### config.mk
export PLATFORM = sky130hd
export DESIGN_NAME = ring_tune_ctrl_flat
export DESIGN_NICKNAME = d
export VERILOG_FILES = /design/src/rtl/ring_tune_ctrl_if.sv /design/src/rtl/ring_tune_ctrl.sv /design/src/flat_wrapper.sv
export SDC_FILE = /design/constraint.sdc
export NUM_CORES = 1
export LEC_CHECK = 0
export ABC_AREA = 1
export CAP_MARGIN = 20
export CORE_UTILIZATION = 45
export DETAILED_ROUTE_END_ITERATION = 8
export GPL_TIMING_DRIVEN = 0
export PLACE_DENSITY = 0.78
export SETUP_SLACK_MARGIN = 0.2
export SYNTH_ARGS = -nofsm -noshare
export SYNTH_HDL_FRONTEND = slang
export SYNTH_SLANG_ARGS = --single-unit
### constraint.sdc
create_clock -name clk -period 1.9 [get_ports clk]
set_input_delay 0.38 -clock clk [delete_from_list [all_inputs] [get_ports clk]]
set_output_delay 0.38 -clock clk [all_outputs]
set_load 0.1 [all_outputs]
### src/rtl/ring_tune_ctrl_if.sv
`default_nettype none
// +----------------------------------------------------------------------------+
// | ring_tune_ctrl_if : control, heater-DAC and monitor-ADC bundle of one ring |
// | Rev 1.0 - initial release                                                  |
// +----------------------------------------------------------------------------+
interface ring_tune_ctrl_if #(
  parameter int DAC_W = 8,
  parameter int ADC_W = 10
);
  logic             start;
  logic             abort;
  logic [DAC_W-1:0] heater_code;
  logic             adc_req;
  logic             adc_valid;
  logic [ADC_W-1:0] adc_data;
  logic             busy;
  logic             locked;
  logic             done;
  logic             lock_lost;
  logic [DAC_W-1:0] peak_code;
  logic [ADC_W-1:0] peak_pwr;

  // master is the tuning controller; slave is the ADC/host environment
  modport master (
    input  start, abort, adc_valid, adc_data,
    output heater_code, adc_req, busy, locked, done, lock_lost, peak_code, peak_pwr
  );

  modport slave (
    output start, abort, adc_valid, adc_data,
    input  heater_code, adc_req, busy, locked, done, lock_lost, peak_code, peak_pwr
  );
endinterface
`default_nettype wire

### src/rtl/ring_tune_ctrl.sv
`default_nettype none
// +----------------------------------------------------------------------------+
// | ring_tune_ctrl : sweeps a microring heater, parks it at peak drop power    |
// |                  and relocks automatically when the monitored power sags   |
// | Rev 1.0 - initial release                                                  |
// +----------------------------------------------------------------------------+
module ring_tune_ctrl #(
  parameter int DAC_W       = 8,
  parameter int ADC_W       = 10,
  parameter int STEP        = 1,
  parameter int SETTLE_CYC  = 4,
  parameter int MON_PERIOD  = 64,
  parameter int LOCK_THRESH = 16
) (
  input  logic            clk,
  input  logic            rst_n,
  ring_tune_ctrl_if.master bus
);

  localparam int c_CNT_MAX = (SETTLE_CYC > MON_PERIOD) ? SETTLE_CYC : MON_PERIOD;
  localparam int c_CNT_W   = $clog2(c_CNT_MAX + 1);

  localparam logic [c_CNT_W-1:0] c_SETTLE_LAST = c_CNT_W'(SETTLE_CYC - 1);
  localparam logic [c_CNT_W-1:0] c_MON_LAST    = c_CNT_W'(MON_PERIOD - 1);
  localparam logic [DAC_W:0]     c_STEP        = (DAC_W + 1)'(STEP);
  localparam logic [ADC_W:0]     c_THRESH      = (ADC_W + 1)'(LOCK_THRESH);

  typedef enum logic [2:0] {
    S_IDLE     = 3'd0,
    S_SETTLE   = 3'd1,
    S_WAIT     = 3'd2,
    S_LOCKED   = 3'd3,
    S_MON_WAIT = 3'd4
  } state_t;

  state_t             r_state;
  logic [c_CNT_W-1:0] r_cnt;
  logic [DAC_W-1:0]   r_heater;
  logic               r_adc_req;
  logic               r_busy;
  logic               r_locked;
  logic               r_done;
  logic               r_lock_lost;
  logic [DAC_W-1:0]   r_peak_code;
  logic [ADC_W-1:0]   r_peak_pwr;

  logic               w_better;
  logic [DAC_W-1:0]   w_new_peak_code;
  logic [ADC_W-1:0]   w_new_peak_pwr;
  logic [DAC_W:0]     w_next_code;
  logic               w_sweep_end;
  logic               w_sag;
  logic               w_sag_hit;
  logic               w_restart;

  // Strict compare keeps the lowest code among equal-power samples
  assign w_better        = bus.adc_data > r_peak_pwr;
  assign w_new_peak_code = w_better ? r_heater : r_peak_code;
  assign w_new_peak_pwr  = w_better ? bus.adc_data : r_peak_pwr;
  assign w_next_code     = {1'b0, r_heater} + c_STEP;
  assign w_sweep_end     = w_next_code[DAC_W];

  assign w_sag     = ({1'b0, bus.adc_data} + c_THRESH) < {1'b0, r_peak_pwr};
  assign w_sag_hit = (r_state == S_MON_WAIT) && bus.adc_valid && w_sag;

  // start is honoured only outside an active sweep; a power sag relaunches too
  assign w_restart = (bus.start && (r_state == S_IDLE || r_state == S_LOCKED ||
                                    r_state == S_MON_WAIT)) || w_sag_hit;

  always_ff @(posedge clk or negedge rst_n) begin
    if (!rst_n) begin
      r_state     <= S_IDLE;
      r_cnt       <= '0;
      r_heater    <= '0;
      r_adc_req   <= 1'b0;
      r_busy      <= 1'b0;
      r_locked    <= 1'b0;
      r_done      <= 1'b0;
      r_lock_lost <= 1'b0;
      r_peak_code <= '0;
      r_peak_pwr  <= '0;
    end else begin
      r_adc_req   <= 1'b0;
      r_done      <= 1'b0;
      r_lock_lost <= 1'b0;

      if (bus.abort) begin
        r_state  <= S_IDLE;
        r_cnt    <= '0;
        r_heater <= '0;
        r_busy   <= 1'b0;
        r_locked <= 1'b0;
      end else if (w_restart) begin
        r_state     <= S_SETTLE;
        r_cnt       <= '0;
        r_heater    <= '0;
        r_peak_code <= '0;
        r_peak_pwr  <= '0;
        r_busy      <= 1'b1;
        r_locked    <= 1'b0;
        r_lock_lost <= w_sag_hit;
      end else begin
        case (r_state)
          S_IDLE: begin
            r_cnt <= '0;
          end

          S_SETTLE: begin
            if (r_cnt == c_SETTLE_LAST) begin
              r_adc_req <= 1'b1;
              r_state   <= S_WAIT;
            end else begin
              r_cnt <= r_cnt + 1'b1;
            end
          end

          S_WAIT: begin
            if (bus.adc_valid) begin
              r_peak_code <= w_new_peak_code;
              r_peak_pwr  <= w_new_peak_pwr;
              r_cnt       <= '0;
              if (w_sweep_end) begin
                r_state  <= S_LOCKED;
                r_heater <= w_new_peak_code;
                r_done   <= 1'b1;
                r_busy   <= 1'b0;
                r_locked <= 1'b1;
              end else begin
                r_state  <= S_SETTLE;
                r_heater <= w_next_code[DAC_W-1:0];
              end
            end
          end

          S_LOCKED: begin
            if (r_cnt == c_MON_LAST) begin
              r_adc_req <= 1'b1;
              r_state   <= S_MON_WAIT;
            end else begin
              r_cnt <= r_cnt + 1'b1;
            end
          end

          S_MON_WAIT: begin
            if (bus.adc_valid) begin
              r_state <= S_LOCKED;
              r_cnt   <= '0;
            end
          end

          default: begin
            r_state  <= S_IDLE;
            r_cnt    <= '0;
            r_heater <= '0;
            r_busy   <= 1'b0;
            r_locked <= 1'b0;
          end
        endcase
      end
    end
  end

  assign bus.heater_code = r_heater;
  assign bus.adc_req     = r_adc_req;
  assign bus.busy        = r_busy;
  assign bus.locked      = r_locked;
  assign bus.done        = r_done;
  assign bus.lock_lost   = r_lock_lost;
  assign bus.peak_code   = r_peak_code;
  assign bus.peak_pwr    = r_peak_pwr;

endmodule
`default_nettype wire
### src/flat_wrapper.sv
// flat-port wrapper written by rule: the top's interface ports become plain ports
module ring_tune_ctrl_flat 
#(
  parameter int DAC_W       = 8,
  parameter int ADC_W       = 10,
  parameter int STEP        = 1,
  parameter int SETTLE_CYC  = 4,
  parameter int MON_PERIOD  = 64,
  parameter int LOCK_THRESH = 16
)
  (clk, rst_n, bus_start, bus_abort, bus_adc_valid, bus_adc_data, bus_heater_code, bus_adc_req, bus_busy, bus_locked, bus_done, bus_lock_lost, bus_peak_code, bus_peak_pwr);
  ring_tune_ctrl_if #(.DAC_W(DAC_W), .ADC_W(ADC_W)) bus_i ();
  input  logic clk;
  input  logic rst_n;
  input wire logic [$bits(bus_i.start)-1:0] bus_start;
  input wire logic [$bits(bus_i.abort)-1:0] bus_abort;
  input wire logic [$bits(bus_i.adc_valid)-1:0] bus_adc_valid;
  input wire logic [$bits(bus_i.adc_data)-1:0] bus_adc_data;
  output wire logic [$bits(bus_i.heater_code)-1:0] bus_heater_code;
  output wire logic [$bits(bus_i.adc_req)-1:0] bus_adc_req;
  output wire logic [$bits(bus_i.busy)-1:0] bus_busy;
  output wire logic [$bits(bus_i.locked)-1:0] bus_locked;
  output wire logic [$bits(bus_i.done)-1:0] bus_done;
  output wire logic [$bits(bus_i.lock_lost)-1:0] bus_lock_lost;
  output wire logic [$bits(bus_i.peak_code)-1:0] bus_peak_code;
  output wire logic [$bits(bus_i.peak_pwr)-1:0] bus_peak_pwr;
  assign bus_i.start = bus_start;
  assign bus_i.abort = bus_abort;
  assign bus_i.adc_valid = bus_adc_valid;
  assign bus_i.adc_data = bus_adc_data;
  assign bus_heater_code = bus_i.heater_code;
  assign bus_adc_req = bus_i.adc_req;
  assign bus_busy = bus_i.busy;
  assign bus_locked = bus_i.locked;
  assign bus_done = bus_i.done;
  assign bus_lock_lost = bus_i.lock_lost;
  assign bus_peak_code = bus_i.peak_code;
  assign bus_peak_pwr = bus_i.peak_pwr;
  ring_tune_ctrl #(.DAC_W(DAC_W), .ADC_W(ADC_W), .STEP(STEP), .SETTLE_CYC(SETTLE_CYC), .MON_PERIOD(MON_PERIOD), .LOCK_THRESH(LOCK_THRESH)) u_core (.clk(clk), .rst_n(rst_n), .bus(bus_i));
endmodule
Yosys cells after proc, flatten, opt, wreduce, memory -nomap -nowiden
Index checks and enable logic that the tools add are counted.
{ "op_classes": {"magnitude_cmp": 2, "eq_ne": 16, "n_bitwise": 1, "n_reduce_logical": 18, "add_sub_neg": 3, "muxes": 49} }
{ "ops": {"columns": ["cell", "count"], "rows": [
  ["two-way mux 8 bit", 8],
  ["two-way mux 10 bit", 4],
  ["two-way mux 7 bit", 5],
  ["one-hot mux 7 bit (3 select lines)", 1],
  ["!= test 4 x 3 -> 1 bit, second input constant", 5],
  ["two-way mux 1 bit", 19],
  ["two-way mux 3 bit", 6],
  ["one-hot mux 8 bit (2 select lines)", 1],
  ["one-hot mux 3 bit (5 select lines)", 1],
  ["adder 10 x 5 -> 11 bit, second input constant", 1],
  ["< comparator 11 x 10 -> 1 bit", 1],
  ["greater-than comparator 10 bit", 1],
  ["adder 8 x 1 -> 9 bit, second input constant", 1],
  ["AND reduction 3 bit", 3],
  ["!= test 4 x 2 -> 1 bit, second input constant", 2],
  ["adder 7 x 1 -> 7 bit, second input constant", 1],
  ["== test 7 x 2 -> 1 bit, second input constant", 1],
  ["== test 7 x 6 -> 1 bit, second input constant", 1],
  ["== test 3 x 2 -> 1 bit, second input constant", 2],
  ["one-hot mux 1 bit (2 select lines)", 3],
  ["nonzero test 2 bit", 3],
  ["AND reduction 5 bit", 1],
  ["!= test 4 x 1 -> 1 bit, second input constant", 1],
  ["AND reduction 4 bit", 1],
  ["12 further kinds", 16]
]} }
{ "word_totals": {"reg_bits": 41, "word_cells": 99} }

Depth between registers and ports, before layout
Gate-level depths: netlist (run 1).
{ "depth": {"ltp_word": 7, "depth_mapped": 16, "mapped_depth_nobuf": 16} }

Worst setup path before layout (run 1)
No wires, ideal clock.
{ "synth_timing": {"path_kind": "flip-flop to flip-flop", "start": "reg u_core.r_peak_pwr[9], in the netlist u_core.bus.peak_pwr[9]", "end": "reg u_core.r_heater[7], in the netlist u_core.bus.heater_code[7]", "path_stages_with_launch": 12, "setup_ns": 0.113, "period_less_slack_ns": 2.531, "path_slack_ns": -0.631, "arrival_ns": 2.418, "required_time_ns": 1.787, "cell_sequence": "dfrtp_1 -> inv_1 -> ha_1 -> nand2_1 -> nor2_1 -> nand4_2 -> nand2_2 -> nand3_1 -> nand3_1 -> nand2_1 -> nand2_1 -> inv_1"} }
{ "synth_between": {"elab_chain_cells": 7} }
{ "synth_lines": {"columns": ["element", "line_no", "text"], "rows": [
  ["from (decl)", "ring_tune_ctrl.sv:45", "logic [ADC_W-1:0] r_peak_pwr;"],
  ["from (signal assigned)", "ring_tune_ctrl.sv:120", "r_peak_pwr <= w_new_peak_pwr;"],
  ["greater-than comparator 10 bit", "ring_tune_ctrl.sv:57", "assign w_better = bus.adc_data > r_peak_pwr;"],
  ["two-way mux 8 bit", "ring_tune_ctrl.sv:58", "assign w_new_peak_code = w_better ? r_heater : r_peak_code;"],
  ["two-way mux 8 bit", "ring_tune_ctrl.sv:122", "if (w_sweep_end) begin"],
  ["two-way mux 8 bit", "ring_tune_ctrl.sv:118", "if (bus.adc_valid) begin"],
  ["one-hot mux 8 bit (2 select lines)", "ring_tune_ctrl.sv:103", "case (r_state)"],
  ["two-way mux 8 bit", "ring_tune_ctrl.sv:93", "end else if (w_restart) begin"],
  ["two-way mux 8 bit", "ring_tune_ctrl.sv:87", "if (bus.abort) begin"],
  ["to (signal assigned)", "ring_tune_ctrl.sv:124", "r_heater <= w_new_peak_code;"],
  ["to (signal assigned)", "ring_tune_ctrl.sv:130", "r_heater <= w_next_code[DAC_W-1:0];"],
  ["to (decl)", "ring_tune_ctrl.sv:38", "logic [DAC_W-1:0] r_heater;"]
]} }
Parallel ways exist; a longest one is shown, timed or not. The select of a mux whose other input is x is not followed.
A chain may end at the register's enable or synchronous reset.

Worst setup path in the final report (run 1)
{ "layout_timing": {"start": "in bus_adc_data[4]", "end": "reg u_core.r_heater[7], in the netlist u_core.bus.heater_code[7]"} }
{ "layout_between": {"elab_chain_cells": 7} }
{ "layout_lines": {"columns": ["element", "line_no", "text"], "rows": [
  ["from (decl)", "flat_wrapper.sv:18", "input wire logic [$bits(bus_i.adc_data)-1:0] bus_adc_data;"],
  ["branches (longest 7 deep; another with adder 10 x 5 -> 11 bit)", null, null]
]} }
Parallel ways; which one is timed is not known. The select of a mux whose other input is x is not followed.

==> flow_summary.ini, run 1 <==
[finish]
final_layout_size_suffix_gt1_share_pct = 44.30
filler_cell_count = 425
relative_area_change_from_synthesis_to_final_layout_pct = 52.50
antenna_cells = 0
layout.nets = 498
finish.utilization_pct = 73.10

[power_and_ir_drop]
power_uw = 3069
power-per-cell-area_mw_per_mm2 = 692.7
power.leakage_uw = 0.001995
power.share.sequential_pct = 31.9
p_sw_uw = 1264
p_int_uw = 1805
share_clk_of_total_power_pct = 23.5
p_sw_share_pct = 41.17
power.share.combinational_pct = 44.5
vdd_ir_drop_max_v = 0.0005881

[timing]
setup_tns_ns = -4.963
worst_slack_ns = -0.1944
whs_ns = -0.01067
fin_crit_ns = 2.094
grt_setup_unrepaired = yes
fmax_mhz = 477.5
final-setup-viol-count = 39
slew-limit-headroom_pct = 62.86
finalClockSkew_ns = 0.01408
timing_max_transition_violations_final = 0
post-route-period-util_pct = 110.2
count_of_endpoints_failing_hold_in_the_final_timing_report = 12
max_slew.worst_pin.slew_ns = 0.5598

[detailed_routing]
wl_per_cell_um = 16.12
initial_drc_count = 303
drt_pre_antenna_iters = 5
drc_errors = 0
vias = 3041
detail_route.vias_per_cell = 5.631
drtAntennaViolNets = 0
postRouteWirelength_um = 8705

[outcome]
status = complete, but fails checks
violations = negative hold slack, negative setup slack

[setup_path]
worst-endpoint-arrival_ns = 2.30
kind_of_end_point_of_the_critical_path = flip-flop
start_kind = primary input
critPathMaxFanout = 5
r2r_cells = 14
setup.worst_path.class = in -> reg
reg2reg_setup_slack_ns = -0.12
worst_ep_required_time_ns = 2.11

[yosys]
ys_ff_latch = 41
synth_top_flop_cell = sky130_fd_sc_hd__dfrtp_1
synth.distinct_cells = 32
postSynthNetCount = 420
netlist_area_mm2 = 0.002905
synth-seq-area-share_pct = 35.31
yosysWarnings = 0
synth-edff-count = 0
synth-async-reset-ratio_pct = 100.0
post_synth.cell_area_avg_um2 = 7.527
syn-instance-count = 386

[clock_tree]
cts.path.max_buffers = 2
clk-insertion-delay-late_ns = 0.31
clock_sink_count = 41
cts_root_buf = sky130_fd_sc_hd__clkbuf_8
tritoncts.num_buffers = 5
clk_pin_slew_worst_paths_ns = 0.09
post_cts_hold_buffer_count = 0
tritoncts_clock_tree = built
h-tree-depth = 2

[placement]
dpl.hpwl_um = 5323
placement.io_buffers = 44
place_congestion = 0.8975

[floorplan]
die_area_mm2 = 0.006782
rows = 28
die_height_um = 82.35
die_w_um = 82.35
placeableCoreArea_mm2 = 0.006061
starting_density_pct = 47.94
design.portCount = 46

[global_route]
largest_net_degree_at_the_start_of_global_routing = 26
grt_antenna_before_repair = 0
grt_pass1_wl_um = 13600
grt_overflow = 0
first_global_vias = 2950
total_grt_usage_pct = 26.76

[hold_path]
hold_class = in -> async

[flow_run]
maximum_capacitance_violations = 0
layer usage:
| layer | GRT usage, % | part of all wire [%] | vias to the layer above |
|---|---|---|---|
| met5 | 0 | 0 | - |
| met4 | 12.46 | 3.9 | 0 |
| met3 | 3.407 | 7.2 | 47 |
| met2 | 46.94 | 50 | 158 |
| met1 | 32.40 | 39 | 1419 |
| li1 | - | - | 1417 |
Yosys cell counts, types with 2 or more instances:
cell type	instances	area, um^2
sky130_fd_sc_hd__nand2_1	100	375.4
sky130_fd_sc_hd__nand3_1	58	290.3
sky130_fd_sc_hd__inv_1	55	206.5
sky130_fd_sc_hd__dfrtp_1	41	1026
sky130_fd_sc_hd__nor2_1	29	108.9
sky130_fd_sc_hd__ha_1	19	237.7
sky130_fd_sc_hd__o21ai_0	15	75.07
sky130_fd_sc_hd__a21oi_1	11	55.05
sky130_fd_sc_hd__o22ai_2	9	112.6
sky130_fd_sc_hd__xor2_1	9	78.83
sky130_fd_sc_hd__nand2_2	7	43.79
sky130_fd_sc_hd__buf_6	4	45.04
sky130_fd_sc_hd__inv_2	4	15.01
sky130_fd_sc_hd__nand4_1	4	25.02
sky130_fd_sc_hd__nor3_1	2	10.01
sky130_fd_sc_hd__nor3_4	2	32.53
sky130_fd_sc_hd__xnor2_1	2	17.52
path summary, 6_finish.rpt:
kind                                             end              startpoint
hold / removal             u_core.bus.heater_code[1]                   rst_n
hold reg to reg                      u_core.bus.busy         u_core.bus.busy
setup reg to reg           u_core.bus.heater_code[7]  u_core.bus.peak_pwr[8]
max in group asynchronous     u_core.bus.peak_pwr[3]                   rst_n
setup / recovery           u_core.bus.heater_code[7]         bus_adc_data[4]
min in group clk                u_core.bus.lock_lost               bus_abort
cell type report:
class                   instances  area [um^2]  area share [%]
multi-input cells             282         2105           47.50
flip-flops and latches         41         1075           24.26
repair buffers                 69        718.2           16.21
inverters                      59        254.0           5.733
well taps                      75        93.84           2.118
plain buffers                   6        77.57           1.751
clock buffers                   6        72.57           1.638
clock inverters                 2        35.03          0.7907
power by group through the flow:
stage                     sequential [uW]  clock, uW  combinational (uW)
after floorplan                      1230          0                 644
after global placement                997          0                1130
after detailed placement              999          0                1160
after CTS                             982        733                1300
after global routing                  987        755                1460
final                                 980        723                1370
per-stage QoR:
stage          instances  worst slack (ns)  hold slack, ns  instance area [um^2]
2_1_floorplan        386          -0.09884         0.08441                  3329
3_3_place_gp         505           -0.9923          0.4611                  3864
3_5_place_dp         506            -1.052          0.3326                  3879
4_1_cts              534           -0.1134       0.0001233                  4332
5_1_grt              540           -0.2857         0.01570                  4431
6_report             540           -0.1944        -0.01067                  4431
repair_timing:
action | 4_1_cts | 5_1_grt
cloned | 4 | 0
pin swaps | 19 | 12
gates resized for setup | 156 | 43
hold endpoints to repair | 0 | 0
setup endpoints to repair | 71 | 50
setup buffers | 16 | 6
critical path: stages:
cell	delay, ns
sky130_fd_sc_hd__buf_8	0.09
sky130_fd_sc_hd__ha_4	0.16
sky130_fd_sc_hd__nand3_4	0.08
sky130_fd_sc_hd__xor2_2	0.16
sky130_fd_sc_hd__ha_1	0.32
sky130_fd_sc_hd__nand2_1	0.07
sky130_fd_sc_hd__nand2_1	0.05
sky130_fd_sc_hd__nand2_1	0.09
sky130_fd_sc_hd__nand3_2	0.09
sky130_fd_sc_hd__nor2_4	0.14
sky130_fd_sc_hd__nand2_4	0.09
sky130_fd_sc_hd__buf_6	0.13
sky130_fd_sc_hd__nand4_4	0.14
sky130_fd_sc_hd__buf_6	0.15
sky130_fd_sc_hd__nand2_2	0.06
sky130_fd_sc_hd__nand2_2	0.07
sky130_fd_sc_hd__inv_2	0.03
cell families after synthesis:
| family | after synthesis | share of synthesized area (%) |
|---|---|---|
| AOI/OAI and AO/OA | 40 | 9.647 |
| xor gates and xnor gates | 11 | 3.316 |
| adders and majority gates | 19 | 8.183 |
| buffers and inverters | 65 | 9.819 |
| DFF | 41 | 35.31 |
| and+or+nand+nor | 210 | 33.72 |
flip-flops by register name, indices dropped and copies added (netlist names):
name                    flops
u_core.r_cnt                7
u_core.bus.done             1
u_core.bus.locked           1
u_core.bus.lock_lost        1
u_core.bus.busy             1
u_core.bus.adc_req          1
u_core.bus.peak_pwr        10
u_core.bus.heater_code      8
u_core.bus.peak_code        8
u_core.r_state              3
cell usage in the layout, fill, tap and decap left out, drive strengths merged:
cell type        n
nor3b            1
nor3             4
clkdlybuf4s18    4
buf             42
clkdlybuf4s15   20
clkdlybuf4s50    2
bufinv           1
inv             59
clkbuf           9
nand4            7
o21ai           17
nand2          109
nor2            30
xor2             9
a21oi           12
a21o             1
o211ai           1
dlymetal6s2s     4
xnor2            2
ha              19
nand3           60
clkinv           1
nand3b           1
dfrtp           41
o22ai            9
(Power assumes the default switching activity.)
==> run 2: changes to the inputs <==
PLACE_DENSITY = 0.76   (was 0.78)
clock period = 2.55 ns   (was 1.9 ns; I/O delays follow)
==> flow_summary.ini, run 2 (synthesis results as in run 1) <==
[outcome]
status = completed

[detailed_routing]
drtAntennaViolNets = 0
postRouteWirelength_um = 6788
detail_route.vias_per_cell = 5.220
vias = 2709
drc_errors = 0
initial_drc_count = 237
drt_pre_antenna_iters = 4
wl_per_cell_um = 13.08

[finish]
largest_register_ffs = 10
antenna_cells = 0
final_layout_size_suffix_gt1_share_pct = 16.22
final_cells = 519
relative_area_change_from_synthesis_to_final_layout_pct = 27.35
finish.instance_area_mm2 = 0.003700
final_common_cell = sky130_fd_sc_hd__nand2_1
layout.nets = 477
final_cell_mix = sky130_fd_sc_hd__nand2_1 (100), sky130_fd_sc_hd__nand3_1 (56), sky130_fd_sc_hd__inv_1 (54)
finish.utilization_pct = 61.04
filler_cell_count = 534

[timing]
post-route-period-util_pct = 90.48
setup_tns_ns = 0
finalClockSkew_ns = 0.01229
fin_crit_ns = 2.307
max_slew.worst_pin.slew_ns = 0.9687
final-setup-viol-count = 0
count_of_endpoints_failing_hold_in_the_final_timing_report = 0
timing_max_transition_violations_final = 0
slew-limit-headroom_pct = 35.22
grt_setup_unrepaired = no
worst_slack_ns = 0.2428
fmax_mhz = 433.4

[placement]
placement.io_buffers = 44
dpl.hpwl_um = 4900
dpl.cell_count = 506
place_congestion = 0.9471
preCtsSetupSlack_ns = -0.5173
placedInstanceArea_mm2 = 0.003468

[clock_tree]
cts.path.max_buffers = 2
clk_pin_slew_worst_paths_ns = 0.09
cts_root_buf = sky130_fd_sc_hd__clkbuf_8
tritoncts.num_buffers = 5
tritoncts_clock_tree = built
post_cts_hold_buffer_count = 0
clock_sink_count = 41
h-tree-depth = 2
clk-insertion-delay-late_ns = 0.30

[global_route]
grt_overflow = 0
grt_pass1_wl_um = 11320
grt_antenna_before_repair = 0
first_global_vias = 2526
largest_net_degree_at_the_start_of_global_routing = 30
total_grt_usage_pct = 21.79

[floorplan]
die_area_mm2 = 0.006782
rows = 28
starting_density_pct = 47.94
die_height_um = 82.35
design.portCount = 46
die_w_um = 82.35
placeableCoreArea_mm2 = 0.006061

[setup_path]
cp_cell_instances = clkdlybuf4s50_1
setup.worst_path.class = reg -> out
worst-endpoint-arrival_ns = 1.80
worst_ep_required_time_ns = 2.04
kind_of_end_point_of_the_critical_path = output port
critical-path-top-delay-family = buffers and inverters
timing.critical_path.buf_inv = 1
start_kind = flip-flop
critical_path.slowest_cell = sky130_fd_sc_hd__clkdlybuf4s50_1
critPathMaxFanout = 2
cp_slowest_stage_delay_ns = 1.13

[power_and_ir_drop]
vdd_ir_drop_max_v = 0.0003077
power.leakage_uw = 0.002022
power-per-cell-area_mw_per_mm2 = 533.6

[flow_run]
maximum_capacitance_violations = 0

[hold_path]
hold_class = in -> async
[run 2: cell count changes in the layout (fill, tap and decap cells not counted), moves of 10 or more]
| cell | previous run | this run |
|---|---|---|
| sky130_fd_sc_hd__buf_4 | 17 | 4 |
| sky130_fd_sc_hd__clkdlybuf4s15_2 | 20 | 0 |
| sky130_fd_sc_hd__clkdlybuf4s50_1 | 2 | 15 |
| sky130_fd_sc_hd__dfrtp_4 | 11 | 0 |
| sky130_fd_sc_hd__dlygate4sd2_1 | 0 | 10 |
| sky130_fd_sc_hd__ha_1 | 5 | 18 |
| sky130_fd_sc_hd__ha_4 | 14 | 1 |
| sky130_fd_sc_hd__inv_1 | 41 | 54 |
| sky130_fd_sc_hd__nand2_1 | 83 | 100 |
| sky130_fd_sc_hd__nand2_2 | 19 | 3 |
| sky130_fd_sc_hd__nand3_1 | 39 | 56 |
| sky130_fd_sc_hd__nand3_2 | 17 | 2 |
[run 2: metal layers]
layer	share of wire, %	GRT usage [%]
met5	0	0
met4	1.1	6.842
met3	4.9	3.736
met2	50	37.36
met1	44	27.75
[run 2: per-stage QoR]
stage,hold slack (ns),total power [uW]
after CTS,0.09187,1978
after detailed placement,0.4264,1476
after global placement,0.4601,1459
after floorplan,0.2144,1285
after global routing,0.09385,2089
final,0.08753,1974
[run 2: area by class of cell]
type | instances | area [um^2] | area share [%]
repair buffers | 49 | 480.5 | 12.99
flip-flops and latches | 41 | 1040 | 28.10
plain buffers | 6 | 67.56 | 1.826
well taps | 75 | 93.84 | 2.536
multi-input cells | 281 | 1703 | 46.03
clock buffers | 7 | 86.33 | 2.333
inverters | 59 | 221.5 | 5.986
clock inverters | 1 | 7.507 | 0.2029
[run 2: what timing repair did]
action | CTS | global route
setup endpoints to repair | 48 | 51
resized for setup | 32 | 30
pin swaps | 3 | 4
cloned | 1 | 0
setup buffers | 2 | 2
[run 2: final timing paths]
kind / slack [ns] / cells past startpoint / startpoint / to
max in group asynchronous: 1.98 / 2 / rst_n / u_core.bus.heater_code[0]
worst max register to register: 0.43 / 9 / u_core.bus.peak_pwr[4] / u_core.bus.peak_pwr[7]
worst min-delay path: 0.09 / 1 / rst_n / u_core.bus.peak_pwr[9]
min in group clk: 0.45 / 2 / bus_abort / u_core.bus.lock_lost
worst max-delay path: 0.24 / 1 / u_core.bus.peak_pwr[9] / bus_peak_pwr[9]
worst min register to register: 0.48 / 2 / u_core.bus.busy / u_core.bus.busy
[run 2: report_power, final]
| group | leakage (uW) | internal (uW) | switching (uW) | total [uW] |
|---|---|---|---|---|
| clock | 0.0000445 | 220 | 240 | 460 |
| combinational | 0.00143 | 246 | 557 | 803 |
| sequential | 0.000551 | 687 | 23.6 | 711 |
| total | 0.00202 | 1150 | 820 | 1970 |
==> run 3: changes to the inputs <==
ABC_AREA = 0   (was 1)
CELL_PAD_IN_SITES_DETAIL_PLACEMENT = 2   (was not set)
CELL_PAD_IN_SITES_GLOBAL_PLACEMENT = 2   (was not set)
CORE_UTILIZATION = 35   (was 45)
PLACE_DENSITY = not set   (was 0.76)
PLACE_DENSITY_LB_ADDON = 0.1   (was not set)
==> flow_summary.ini, run 3 <==
[yosys]
synth_compound_gate_area_share_pct = 25.51
synth-async-reset-ratio_pct = 100.0
share_of_synthesized_area_spent_on_multiplexers_pct = 0
postSynthNetCount = 307
post_synth.cell_area_avg_um2 = 9.524
synth_xor_area_share_pct = 2.695
synthTopCellsByArea = sky130_fd_sc_hd__dfrtp_1 (39%), sky130_fd_sc_hd__ha_1 (9.1%), sky130_fd_sc_hd__a22o_1 (6.1%)
post_synth_and_or_nand_nor_area_fraction_pct = 18.14
synthDominantAreaCellType = sky130_fd_sc_hd__dfrtp_1
ys_ff_latch = 41
synthMostInstantiatedCell = sky130_fd_sc_hd__dfrtp_1
synth_adder_area_share_pct = 9.143
synth.distinct_cells = 59
yosysWarnings = 0
post_synth_most_frequent_cells = sky130_fd_sc_hd__dfrtp_1 (41), sky130_fd_sc_hd__ha_1 (19), sky130_fd_sc_hd__nand2_1 (19)
synth_top_family_by_area = compound AO/OA/AOI/OAI gates
synth-seq-area-share_pct = 39.46
synth-edff-count = 0
post-synth-top-area-fraction_pct = 39.46
netlist_area_mm2 = 0.002600
syn-instance-count = 273
synth_top_flop_cell = sky130_fd_sc_hd__dfrtp_1

[global_route]
gr-usage-met2_pct = 46.92
first_global_vias = 2847
grt_antenna_before_repair = 0
globalRouteMet3Util_pct = 3.205
grt.met1_usage_pct = 33.29
total_grt_usage_pct = 26.40
largest_net_degree_at_the_start_of_global_routing = 22
layer_with_the_highest_usage = met2
grt_overflow = 0
grt_pass1_wl_um = 15500

[placement]
dpl.hpwl_um = 6107
place_congestion = 0.8159
placement.io_buffers = 44
preCtsSetupSlack_ns = -1.053

[setup_path]
reg2reg_setup_slack_ns = -0.01
timing.critical_path.buf_inv = 3
start_kind = primary input
r2r-end = u_core.bus.peak_code[0]
setup.worst_path.class = in -> reg
critical_path.slowest_cell = sky130_fd_sc_hd__a2111o_1
kind_of_end_point_of_the_critical_path = flip-flop
critPathMaxFanout = 8
cp_slowest_stage_delay_ns = 0.46
worst_ep_required_time_ns = 2.74
critical-path-top-delay-family = compound AO/OA/AOI/OAI gates
worst-endpoint-arrival_ns = 2.80
r2r_start = u_core.bus.peak_pwr[8]
r2r_cells = 10
cp_cell_instances = buf_8 -> and3_4 -> nand3_4 -> xnor2_2 -> ha_1 -> a2111o_1 -> a31oi_4 -> a21bo_1 -> buf_6 -> a21oi_4 -> buf_12 -> a22o_1

[timing]
post-route-period-util_pct = 102.5
count_of_endpoints_failing_hold_in_the_final_timing_report = 0
fmax_mhz = 382.7
finalClockSkew_ns = 0.008907
slew-limit-headroom_pct = 33.94
max_slew.worst_pin.slew_ns = 0.9893
fin_crit_ns = 2.613
final-setup-viol-count = 24
grt_setup_unrepaired = yes
timing_max_transition_violations_final = 0
worst_slack_ns = -0.06296

[floorplan]
rows = 31
placeableCoreArea_mm2 = 0.007214
die_w_um = 88.19
design.portCount = 46
starting_density_pct = 36.04
die_height_um = 88.19
die_area_mm2 = 0.007777

[detailed_routing]
drt_pre_antenna_iters = 4
postRouteWirelength_um = 10790
drc_errors = 0
vias = 2632
wl_per_cell_um = 24.24
detail_route.vias_per_cell = 5.915
initial_drc_count = 58
drtAntennaViolNets = 0

[clock_tree]
tritoncts_clock_tree = built
cts_root_buf = sky130_fd_sc_hd__clkbuf_8
clock_sink_count = 41
cts.path.max_buffers = 2
clk_pin_slew_worst_paths_ns = 0.09
h-tree-depth = 2
clk-insertion-delay-late_ns = 0.30
tritoncts.num_buffers = 5

[finish]
layout.nets = 379
final_cell_mix = sky130_fd_sc_hd__dfrtp_1 (26), sky130_fd_sc_hd__dlygate4sd2_1 (24), sky130_fd_sc_hd__nand2_1 (18), sky130_fd_sc_hd__a22o_1 (18)
antenna_cells = 0
relative_area_change_from_synthesis_to_final_layout_pct = 46.29
final_layout_size_suffix_gt1_share_pct = 29.19
filler_cell_count = 752
final_common_cell = sky130_fd_sc_hd__dfrtp_1
largest_register_ffs = 10

[power_and_ir_drop]
power-per-cell-area_mw_per_mm2 = 470.1
vdd_ir_drop_max_v = 0.0002360
power.leakage_uw = 0.001708
power_uw = 1788

[outcome]
status = complete, but fails checks
violations = negative setup slack

[hold_path]
hold_class = in -> async

[flow_run]
maximum_capacitance_violations = 0
==> run 3: cell count changes after synthesis, sizes merged, moves of 6 or more <==
cell / before / now
o22ai: 9 / 2
nand3: 60 / 13
and3: 0 / 6
nor2: 30 / 18
nand2: 108 / 19
inv: 59 / 16
a22o: 0 / 18
xor2: 9 / 2
o211ai: 1 / 7
==> run 3: power breakdown <==
| group | internal [uW] | leakage (uW) | switching, uW |
|---|---|---|---|
| Combinational | 209 | 0.00111 | 349 |
| Sequential | 671 | 0.000542 | 14.9 |
| Clock | 291 | 0.0000552 | 254 |
| Total | 1170 | 0.00171 | 618 |
==> run 3: stage by stage <==
step           area [um^2]  hold slack [ns]  utilization, %  setup TNS (ns)  instances
3_5_place_dp          3279           0.5125           45.46          -34.26        417
6_report              3804           0.1860           52.72         -0.8214        445
2_1_floorplan         2693           0.2144               -         -0.4426        273
4_1_cts               3620           0.2131           50.17               0        440
3_3_place_gp          3257           0.5023           45.14          -44.86        416
5_1_grt               3804           0.2277           52.72          -2.374        445
==> run 3: final cells by class <==
type                       instances  area (um^2)  share of cell area [%]
buffer                            12        91.34                   2.401
clock buffer                       6        72.57                   1.908
clock inverter                     2        35.03                  0.9211
inverter                          16        60.06                   1.579
multi-input combinational        204         1718                   45.16
sequential                        41         1065                   27.99
tap                               99        123.9                   3.257
timing repair buffer              65        638.1                   16.78
==> run 3: timing repair <==
action,CTS,global route
pin swaps,14,11
resized for setup,85,35
buffers inserted,14,5
gates cloned,1,0
hold buffers,0,0
endpoints found under the setup margin,60,45
==> run 3: worst max path at each step <==
stage	from	endpoint	slack, ns	cells after the start
after floorplan	bus_adc_data[4]	u_core.bus.peak_code[7]	-0.04	12
after global placement	bus_adc_data[4]	u_core.bus.peak_pwr[1]	-1.01	13
after detailed placement	bus_adc_data[4]	u_core.bus.peak_pwr[8]	-1.05	13
after CTS	bus_adc_data[5]	u_core.bus.peak_pwr[7]	0.03	13
after global routing	bus_adc_data[6]	u_core.bus.peak_code[0]	-0.12	12
final	bus_adc_data[6]	u_core.bus.peak_code[0]	-0.06	12
==> run 3: worst reg2reg max path: cells and delay by family, from the launching register on <==
| kind | cells | cell delay (ns) |
|---|---|---|
| buf+inv | 3 | 0.43 |
| compound gates | 5 | 1.08 |
| simple gates | 1 | 0.22 |
| fa+ha+maj | 1 | 0.29 |
| flops | 1 | 0.50 |
==> run 3: cell families after synthesis <==
group | count (synthesis)
AO/OA/AOI/OAI | 89
buffers and inverters | 28
XOR/XNOR | 8
flip-flops | 41
adder cells (fa/ha/maj) | 19
AND/OR/NAND/NOR | 88
==> run 3: routing by layer <==
layer	wire, um	vias up
met1	4521	1376
met3	390	15
met2	5671	69
met5	0	-
met4	204	0
li1	-	1172
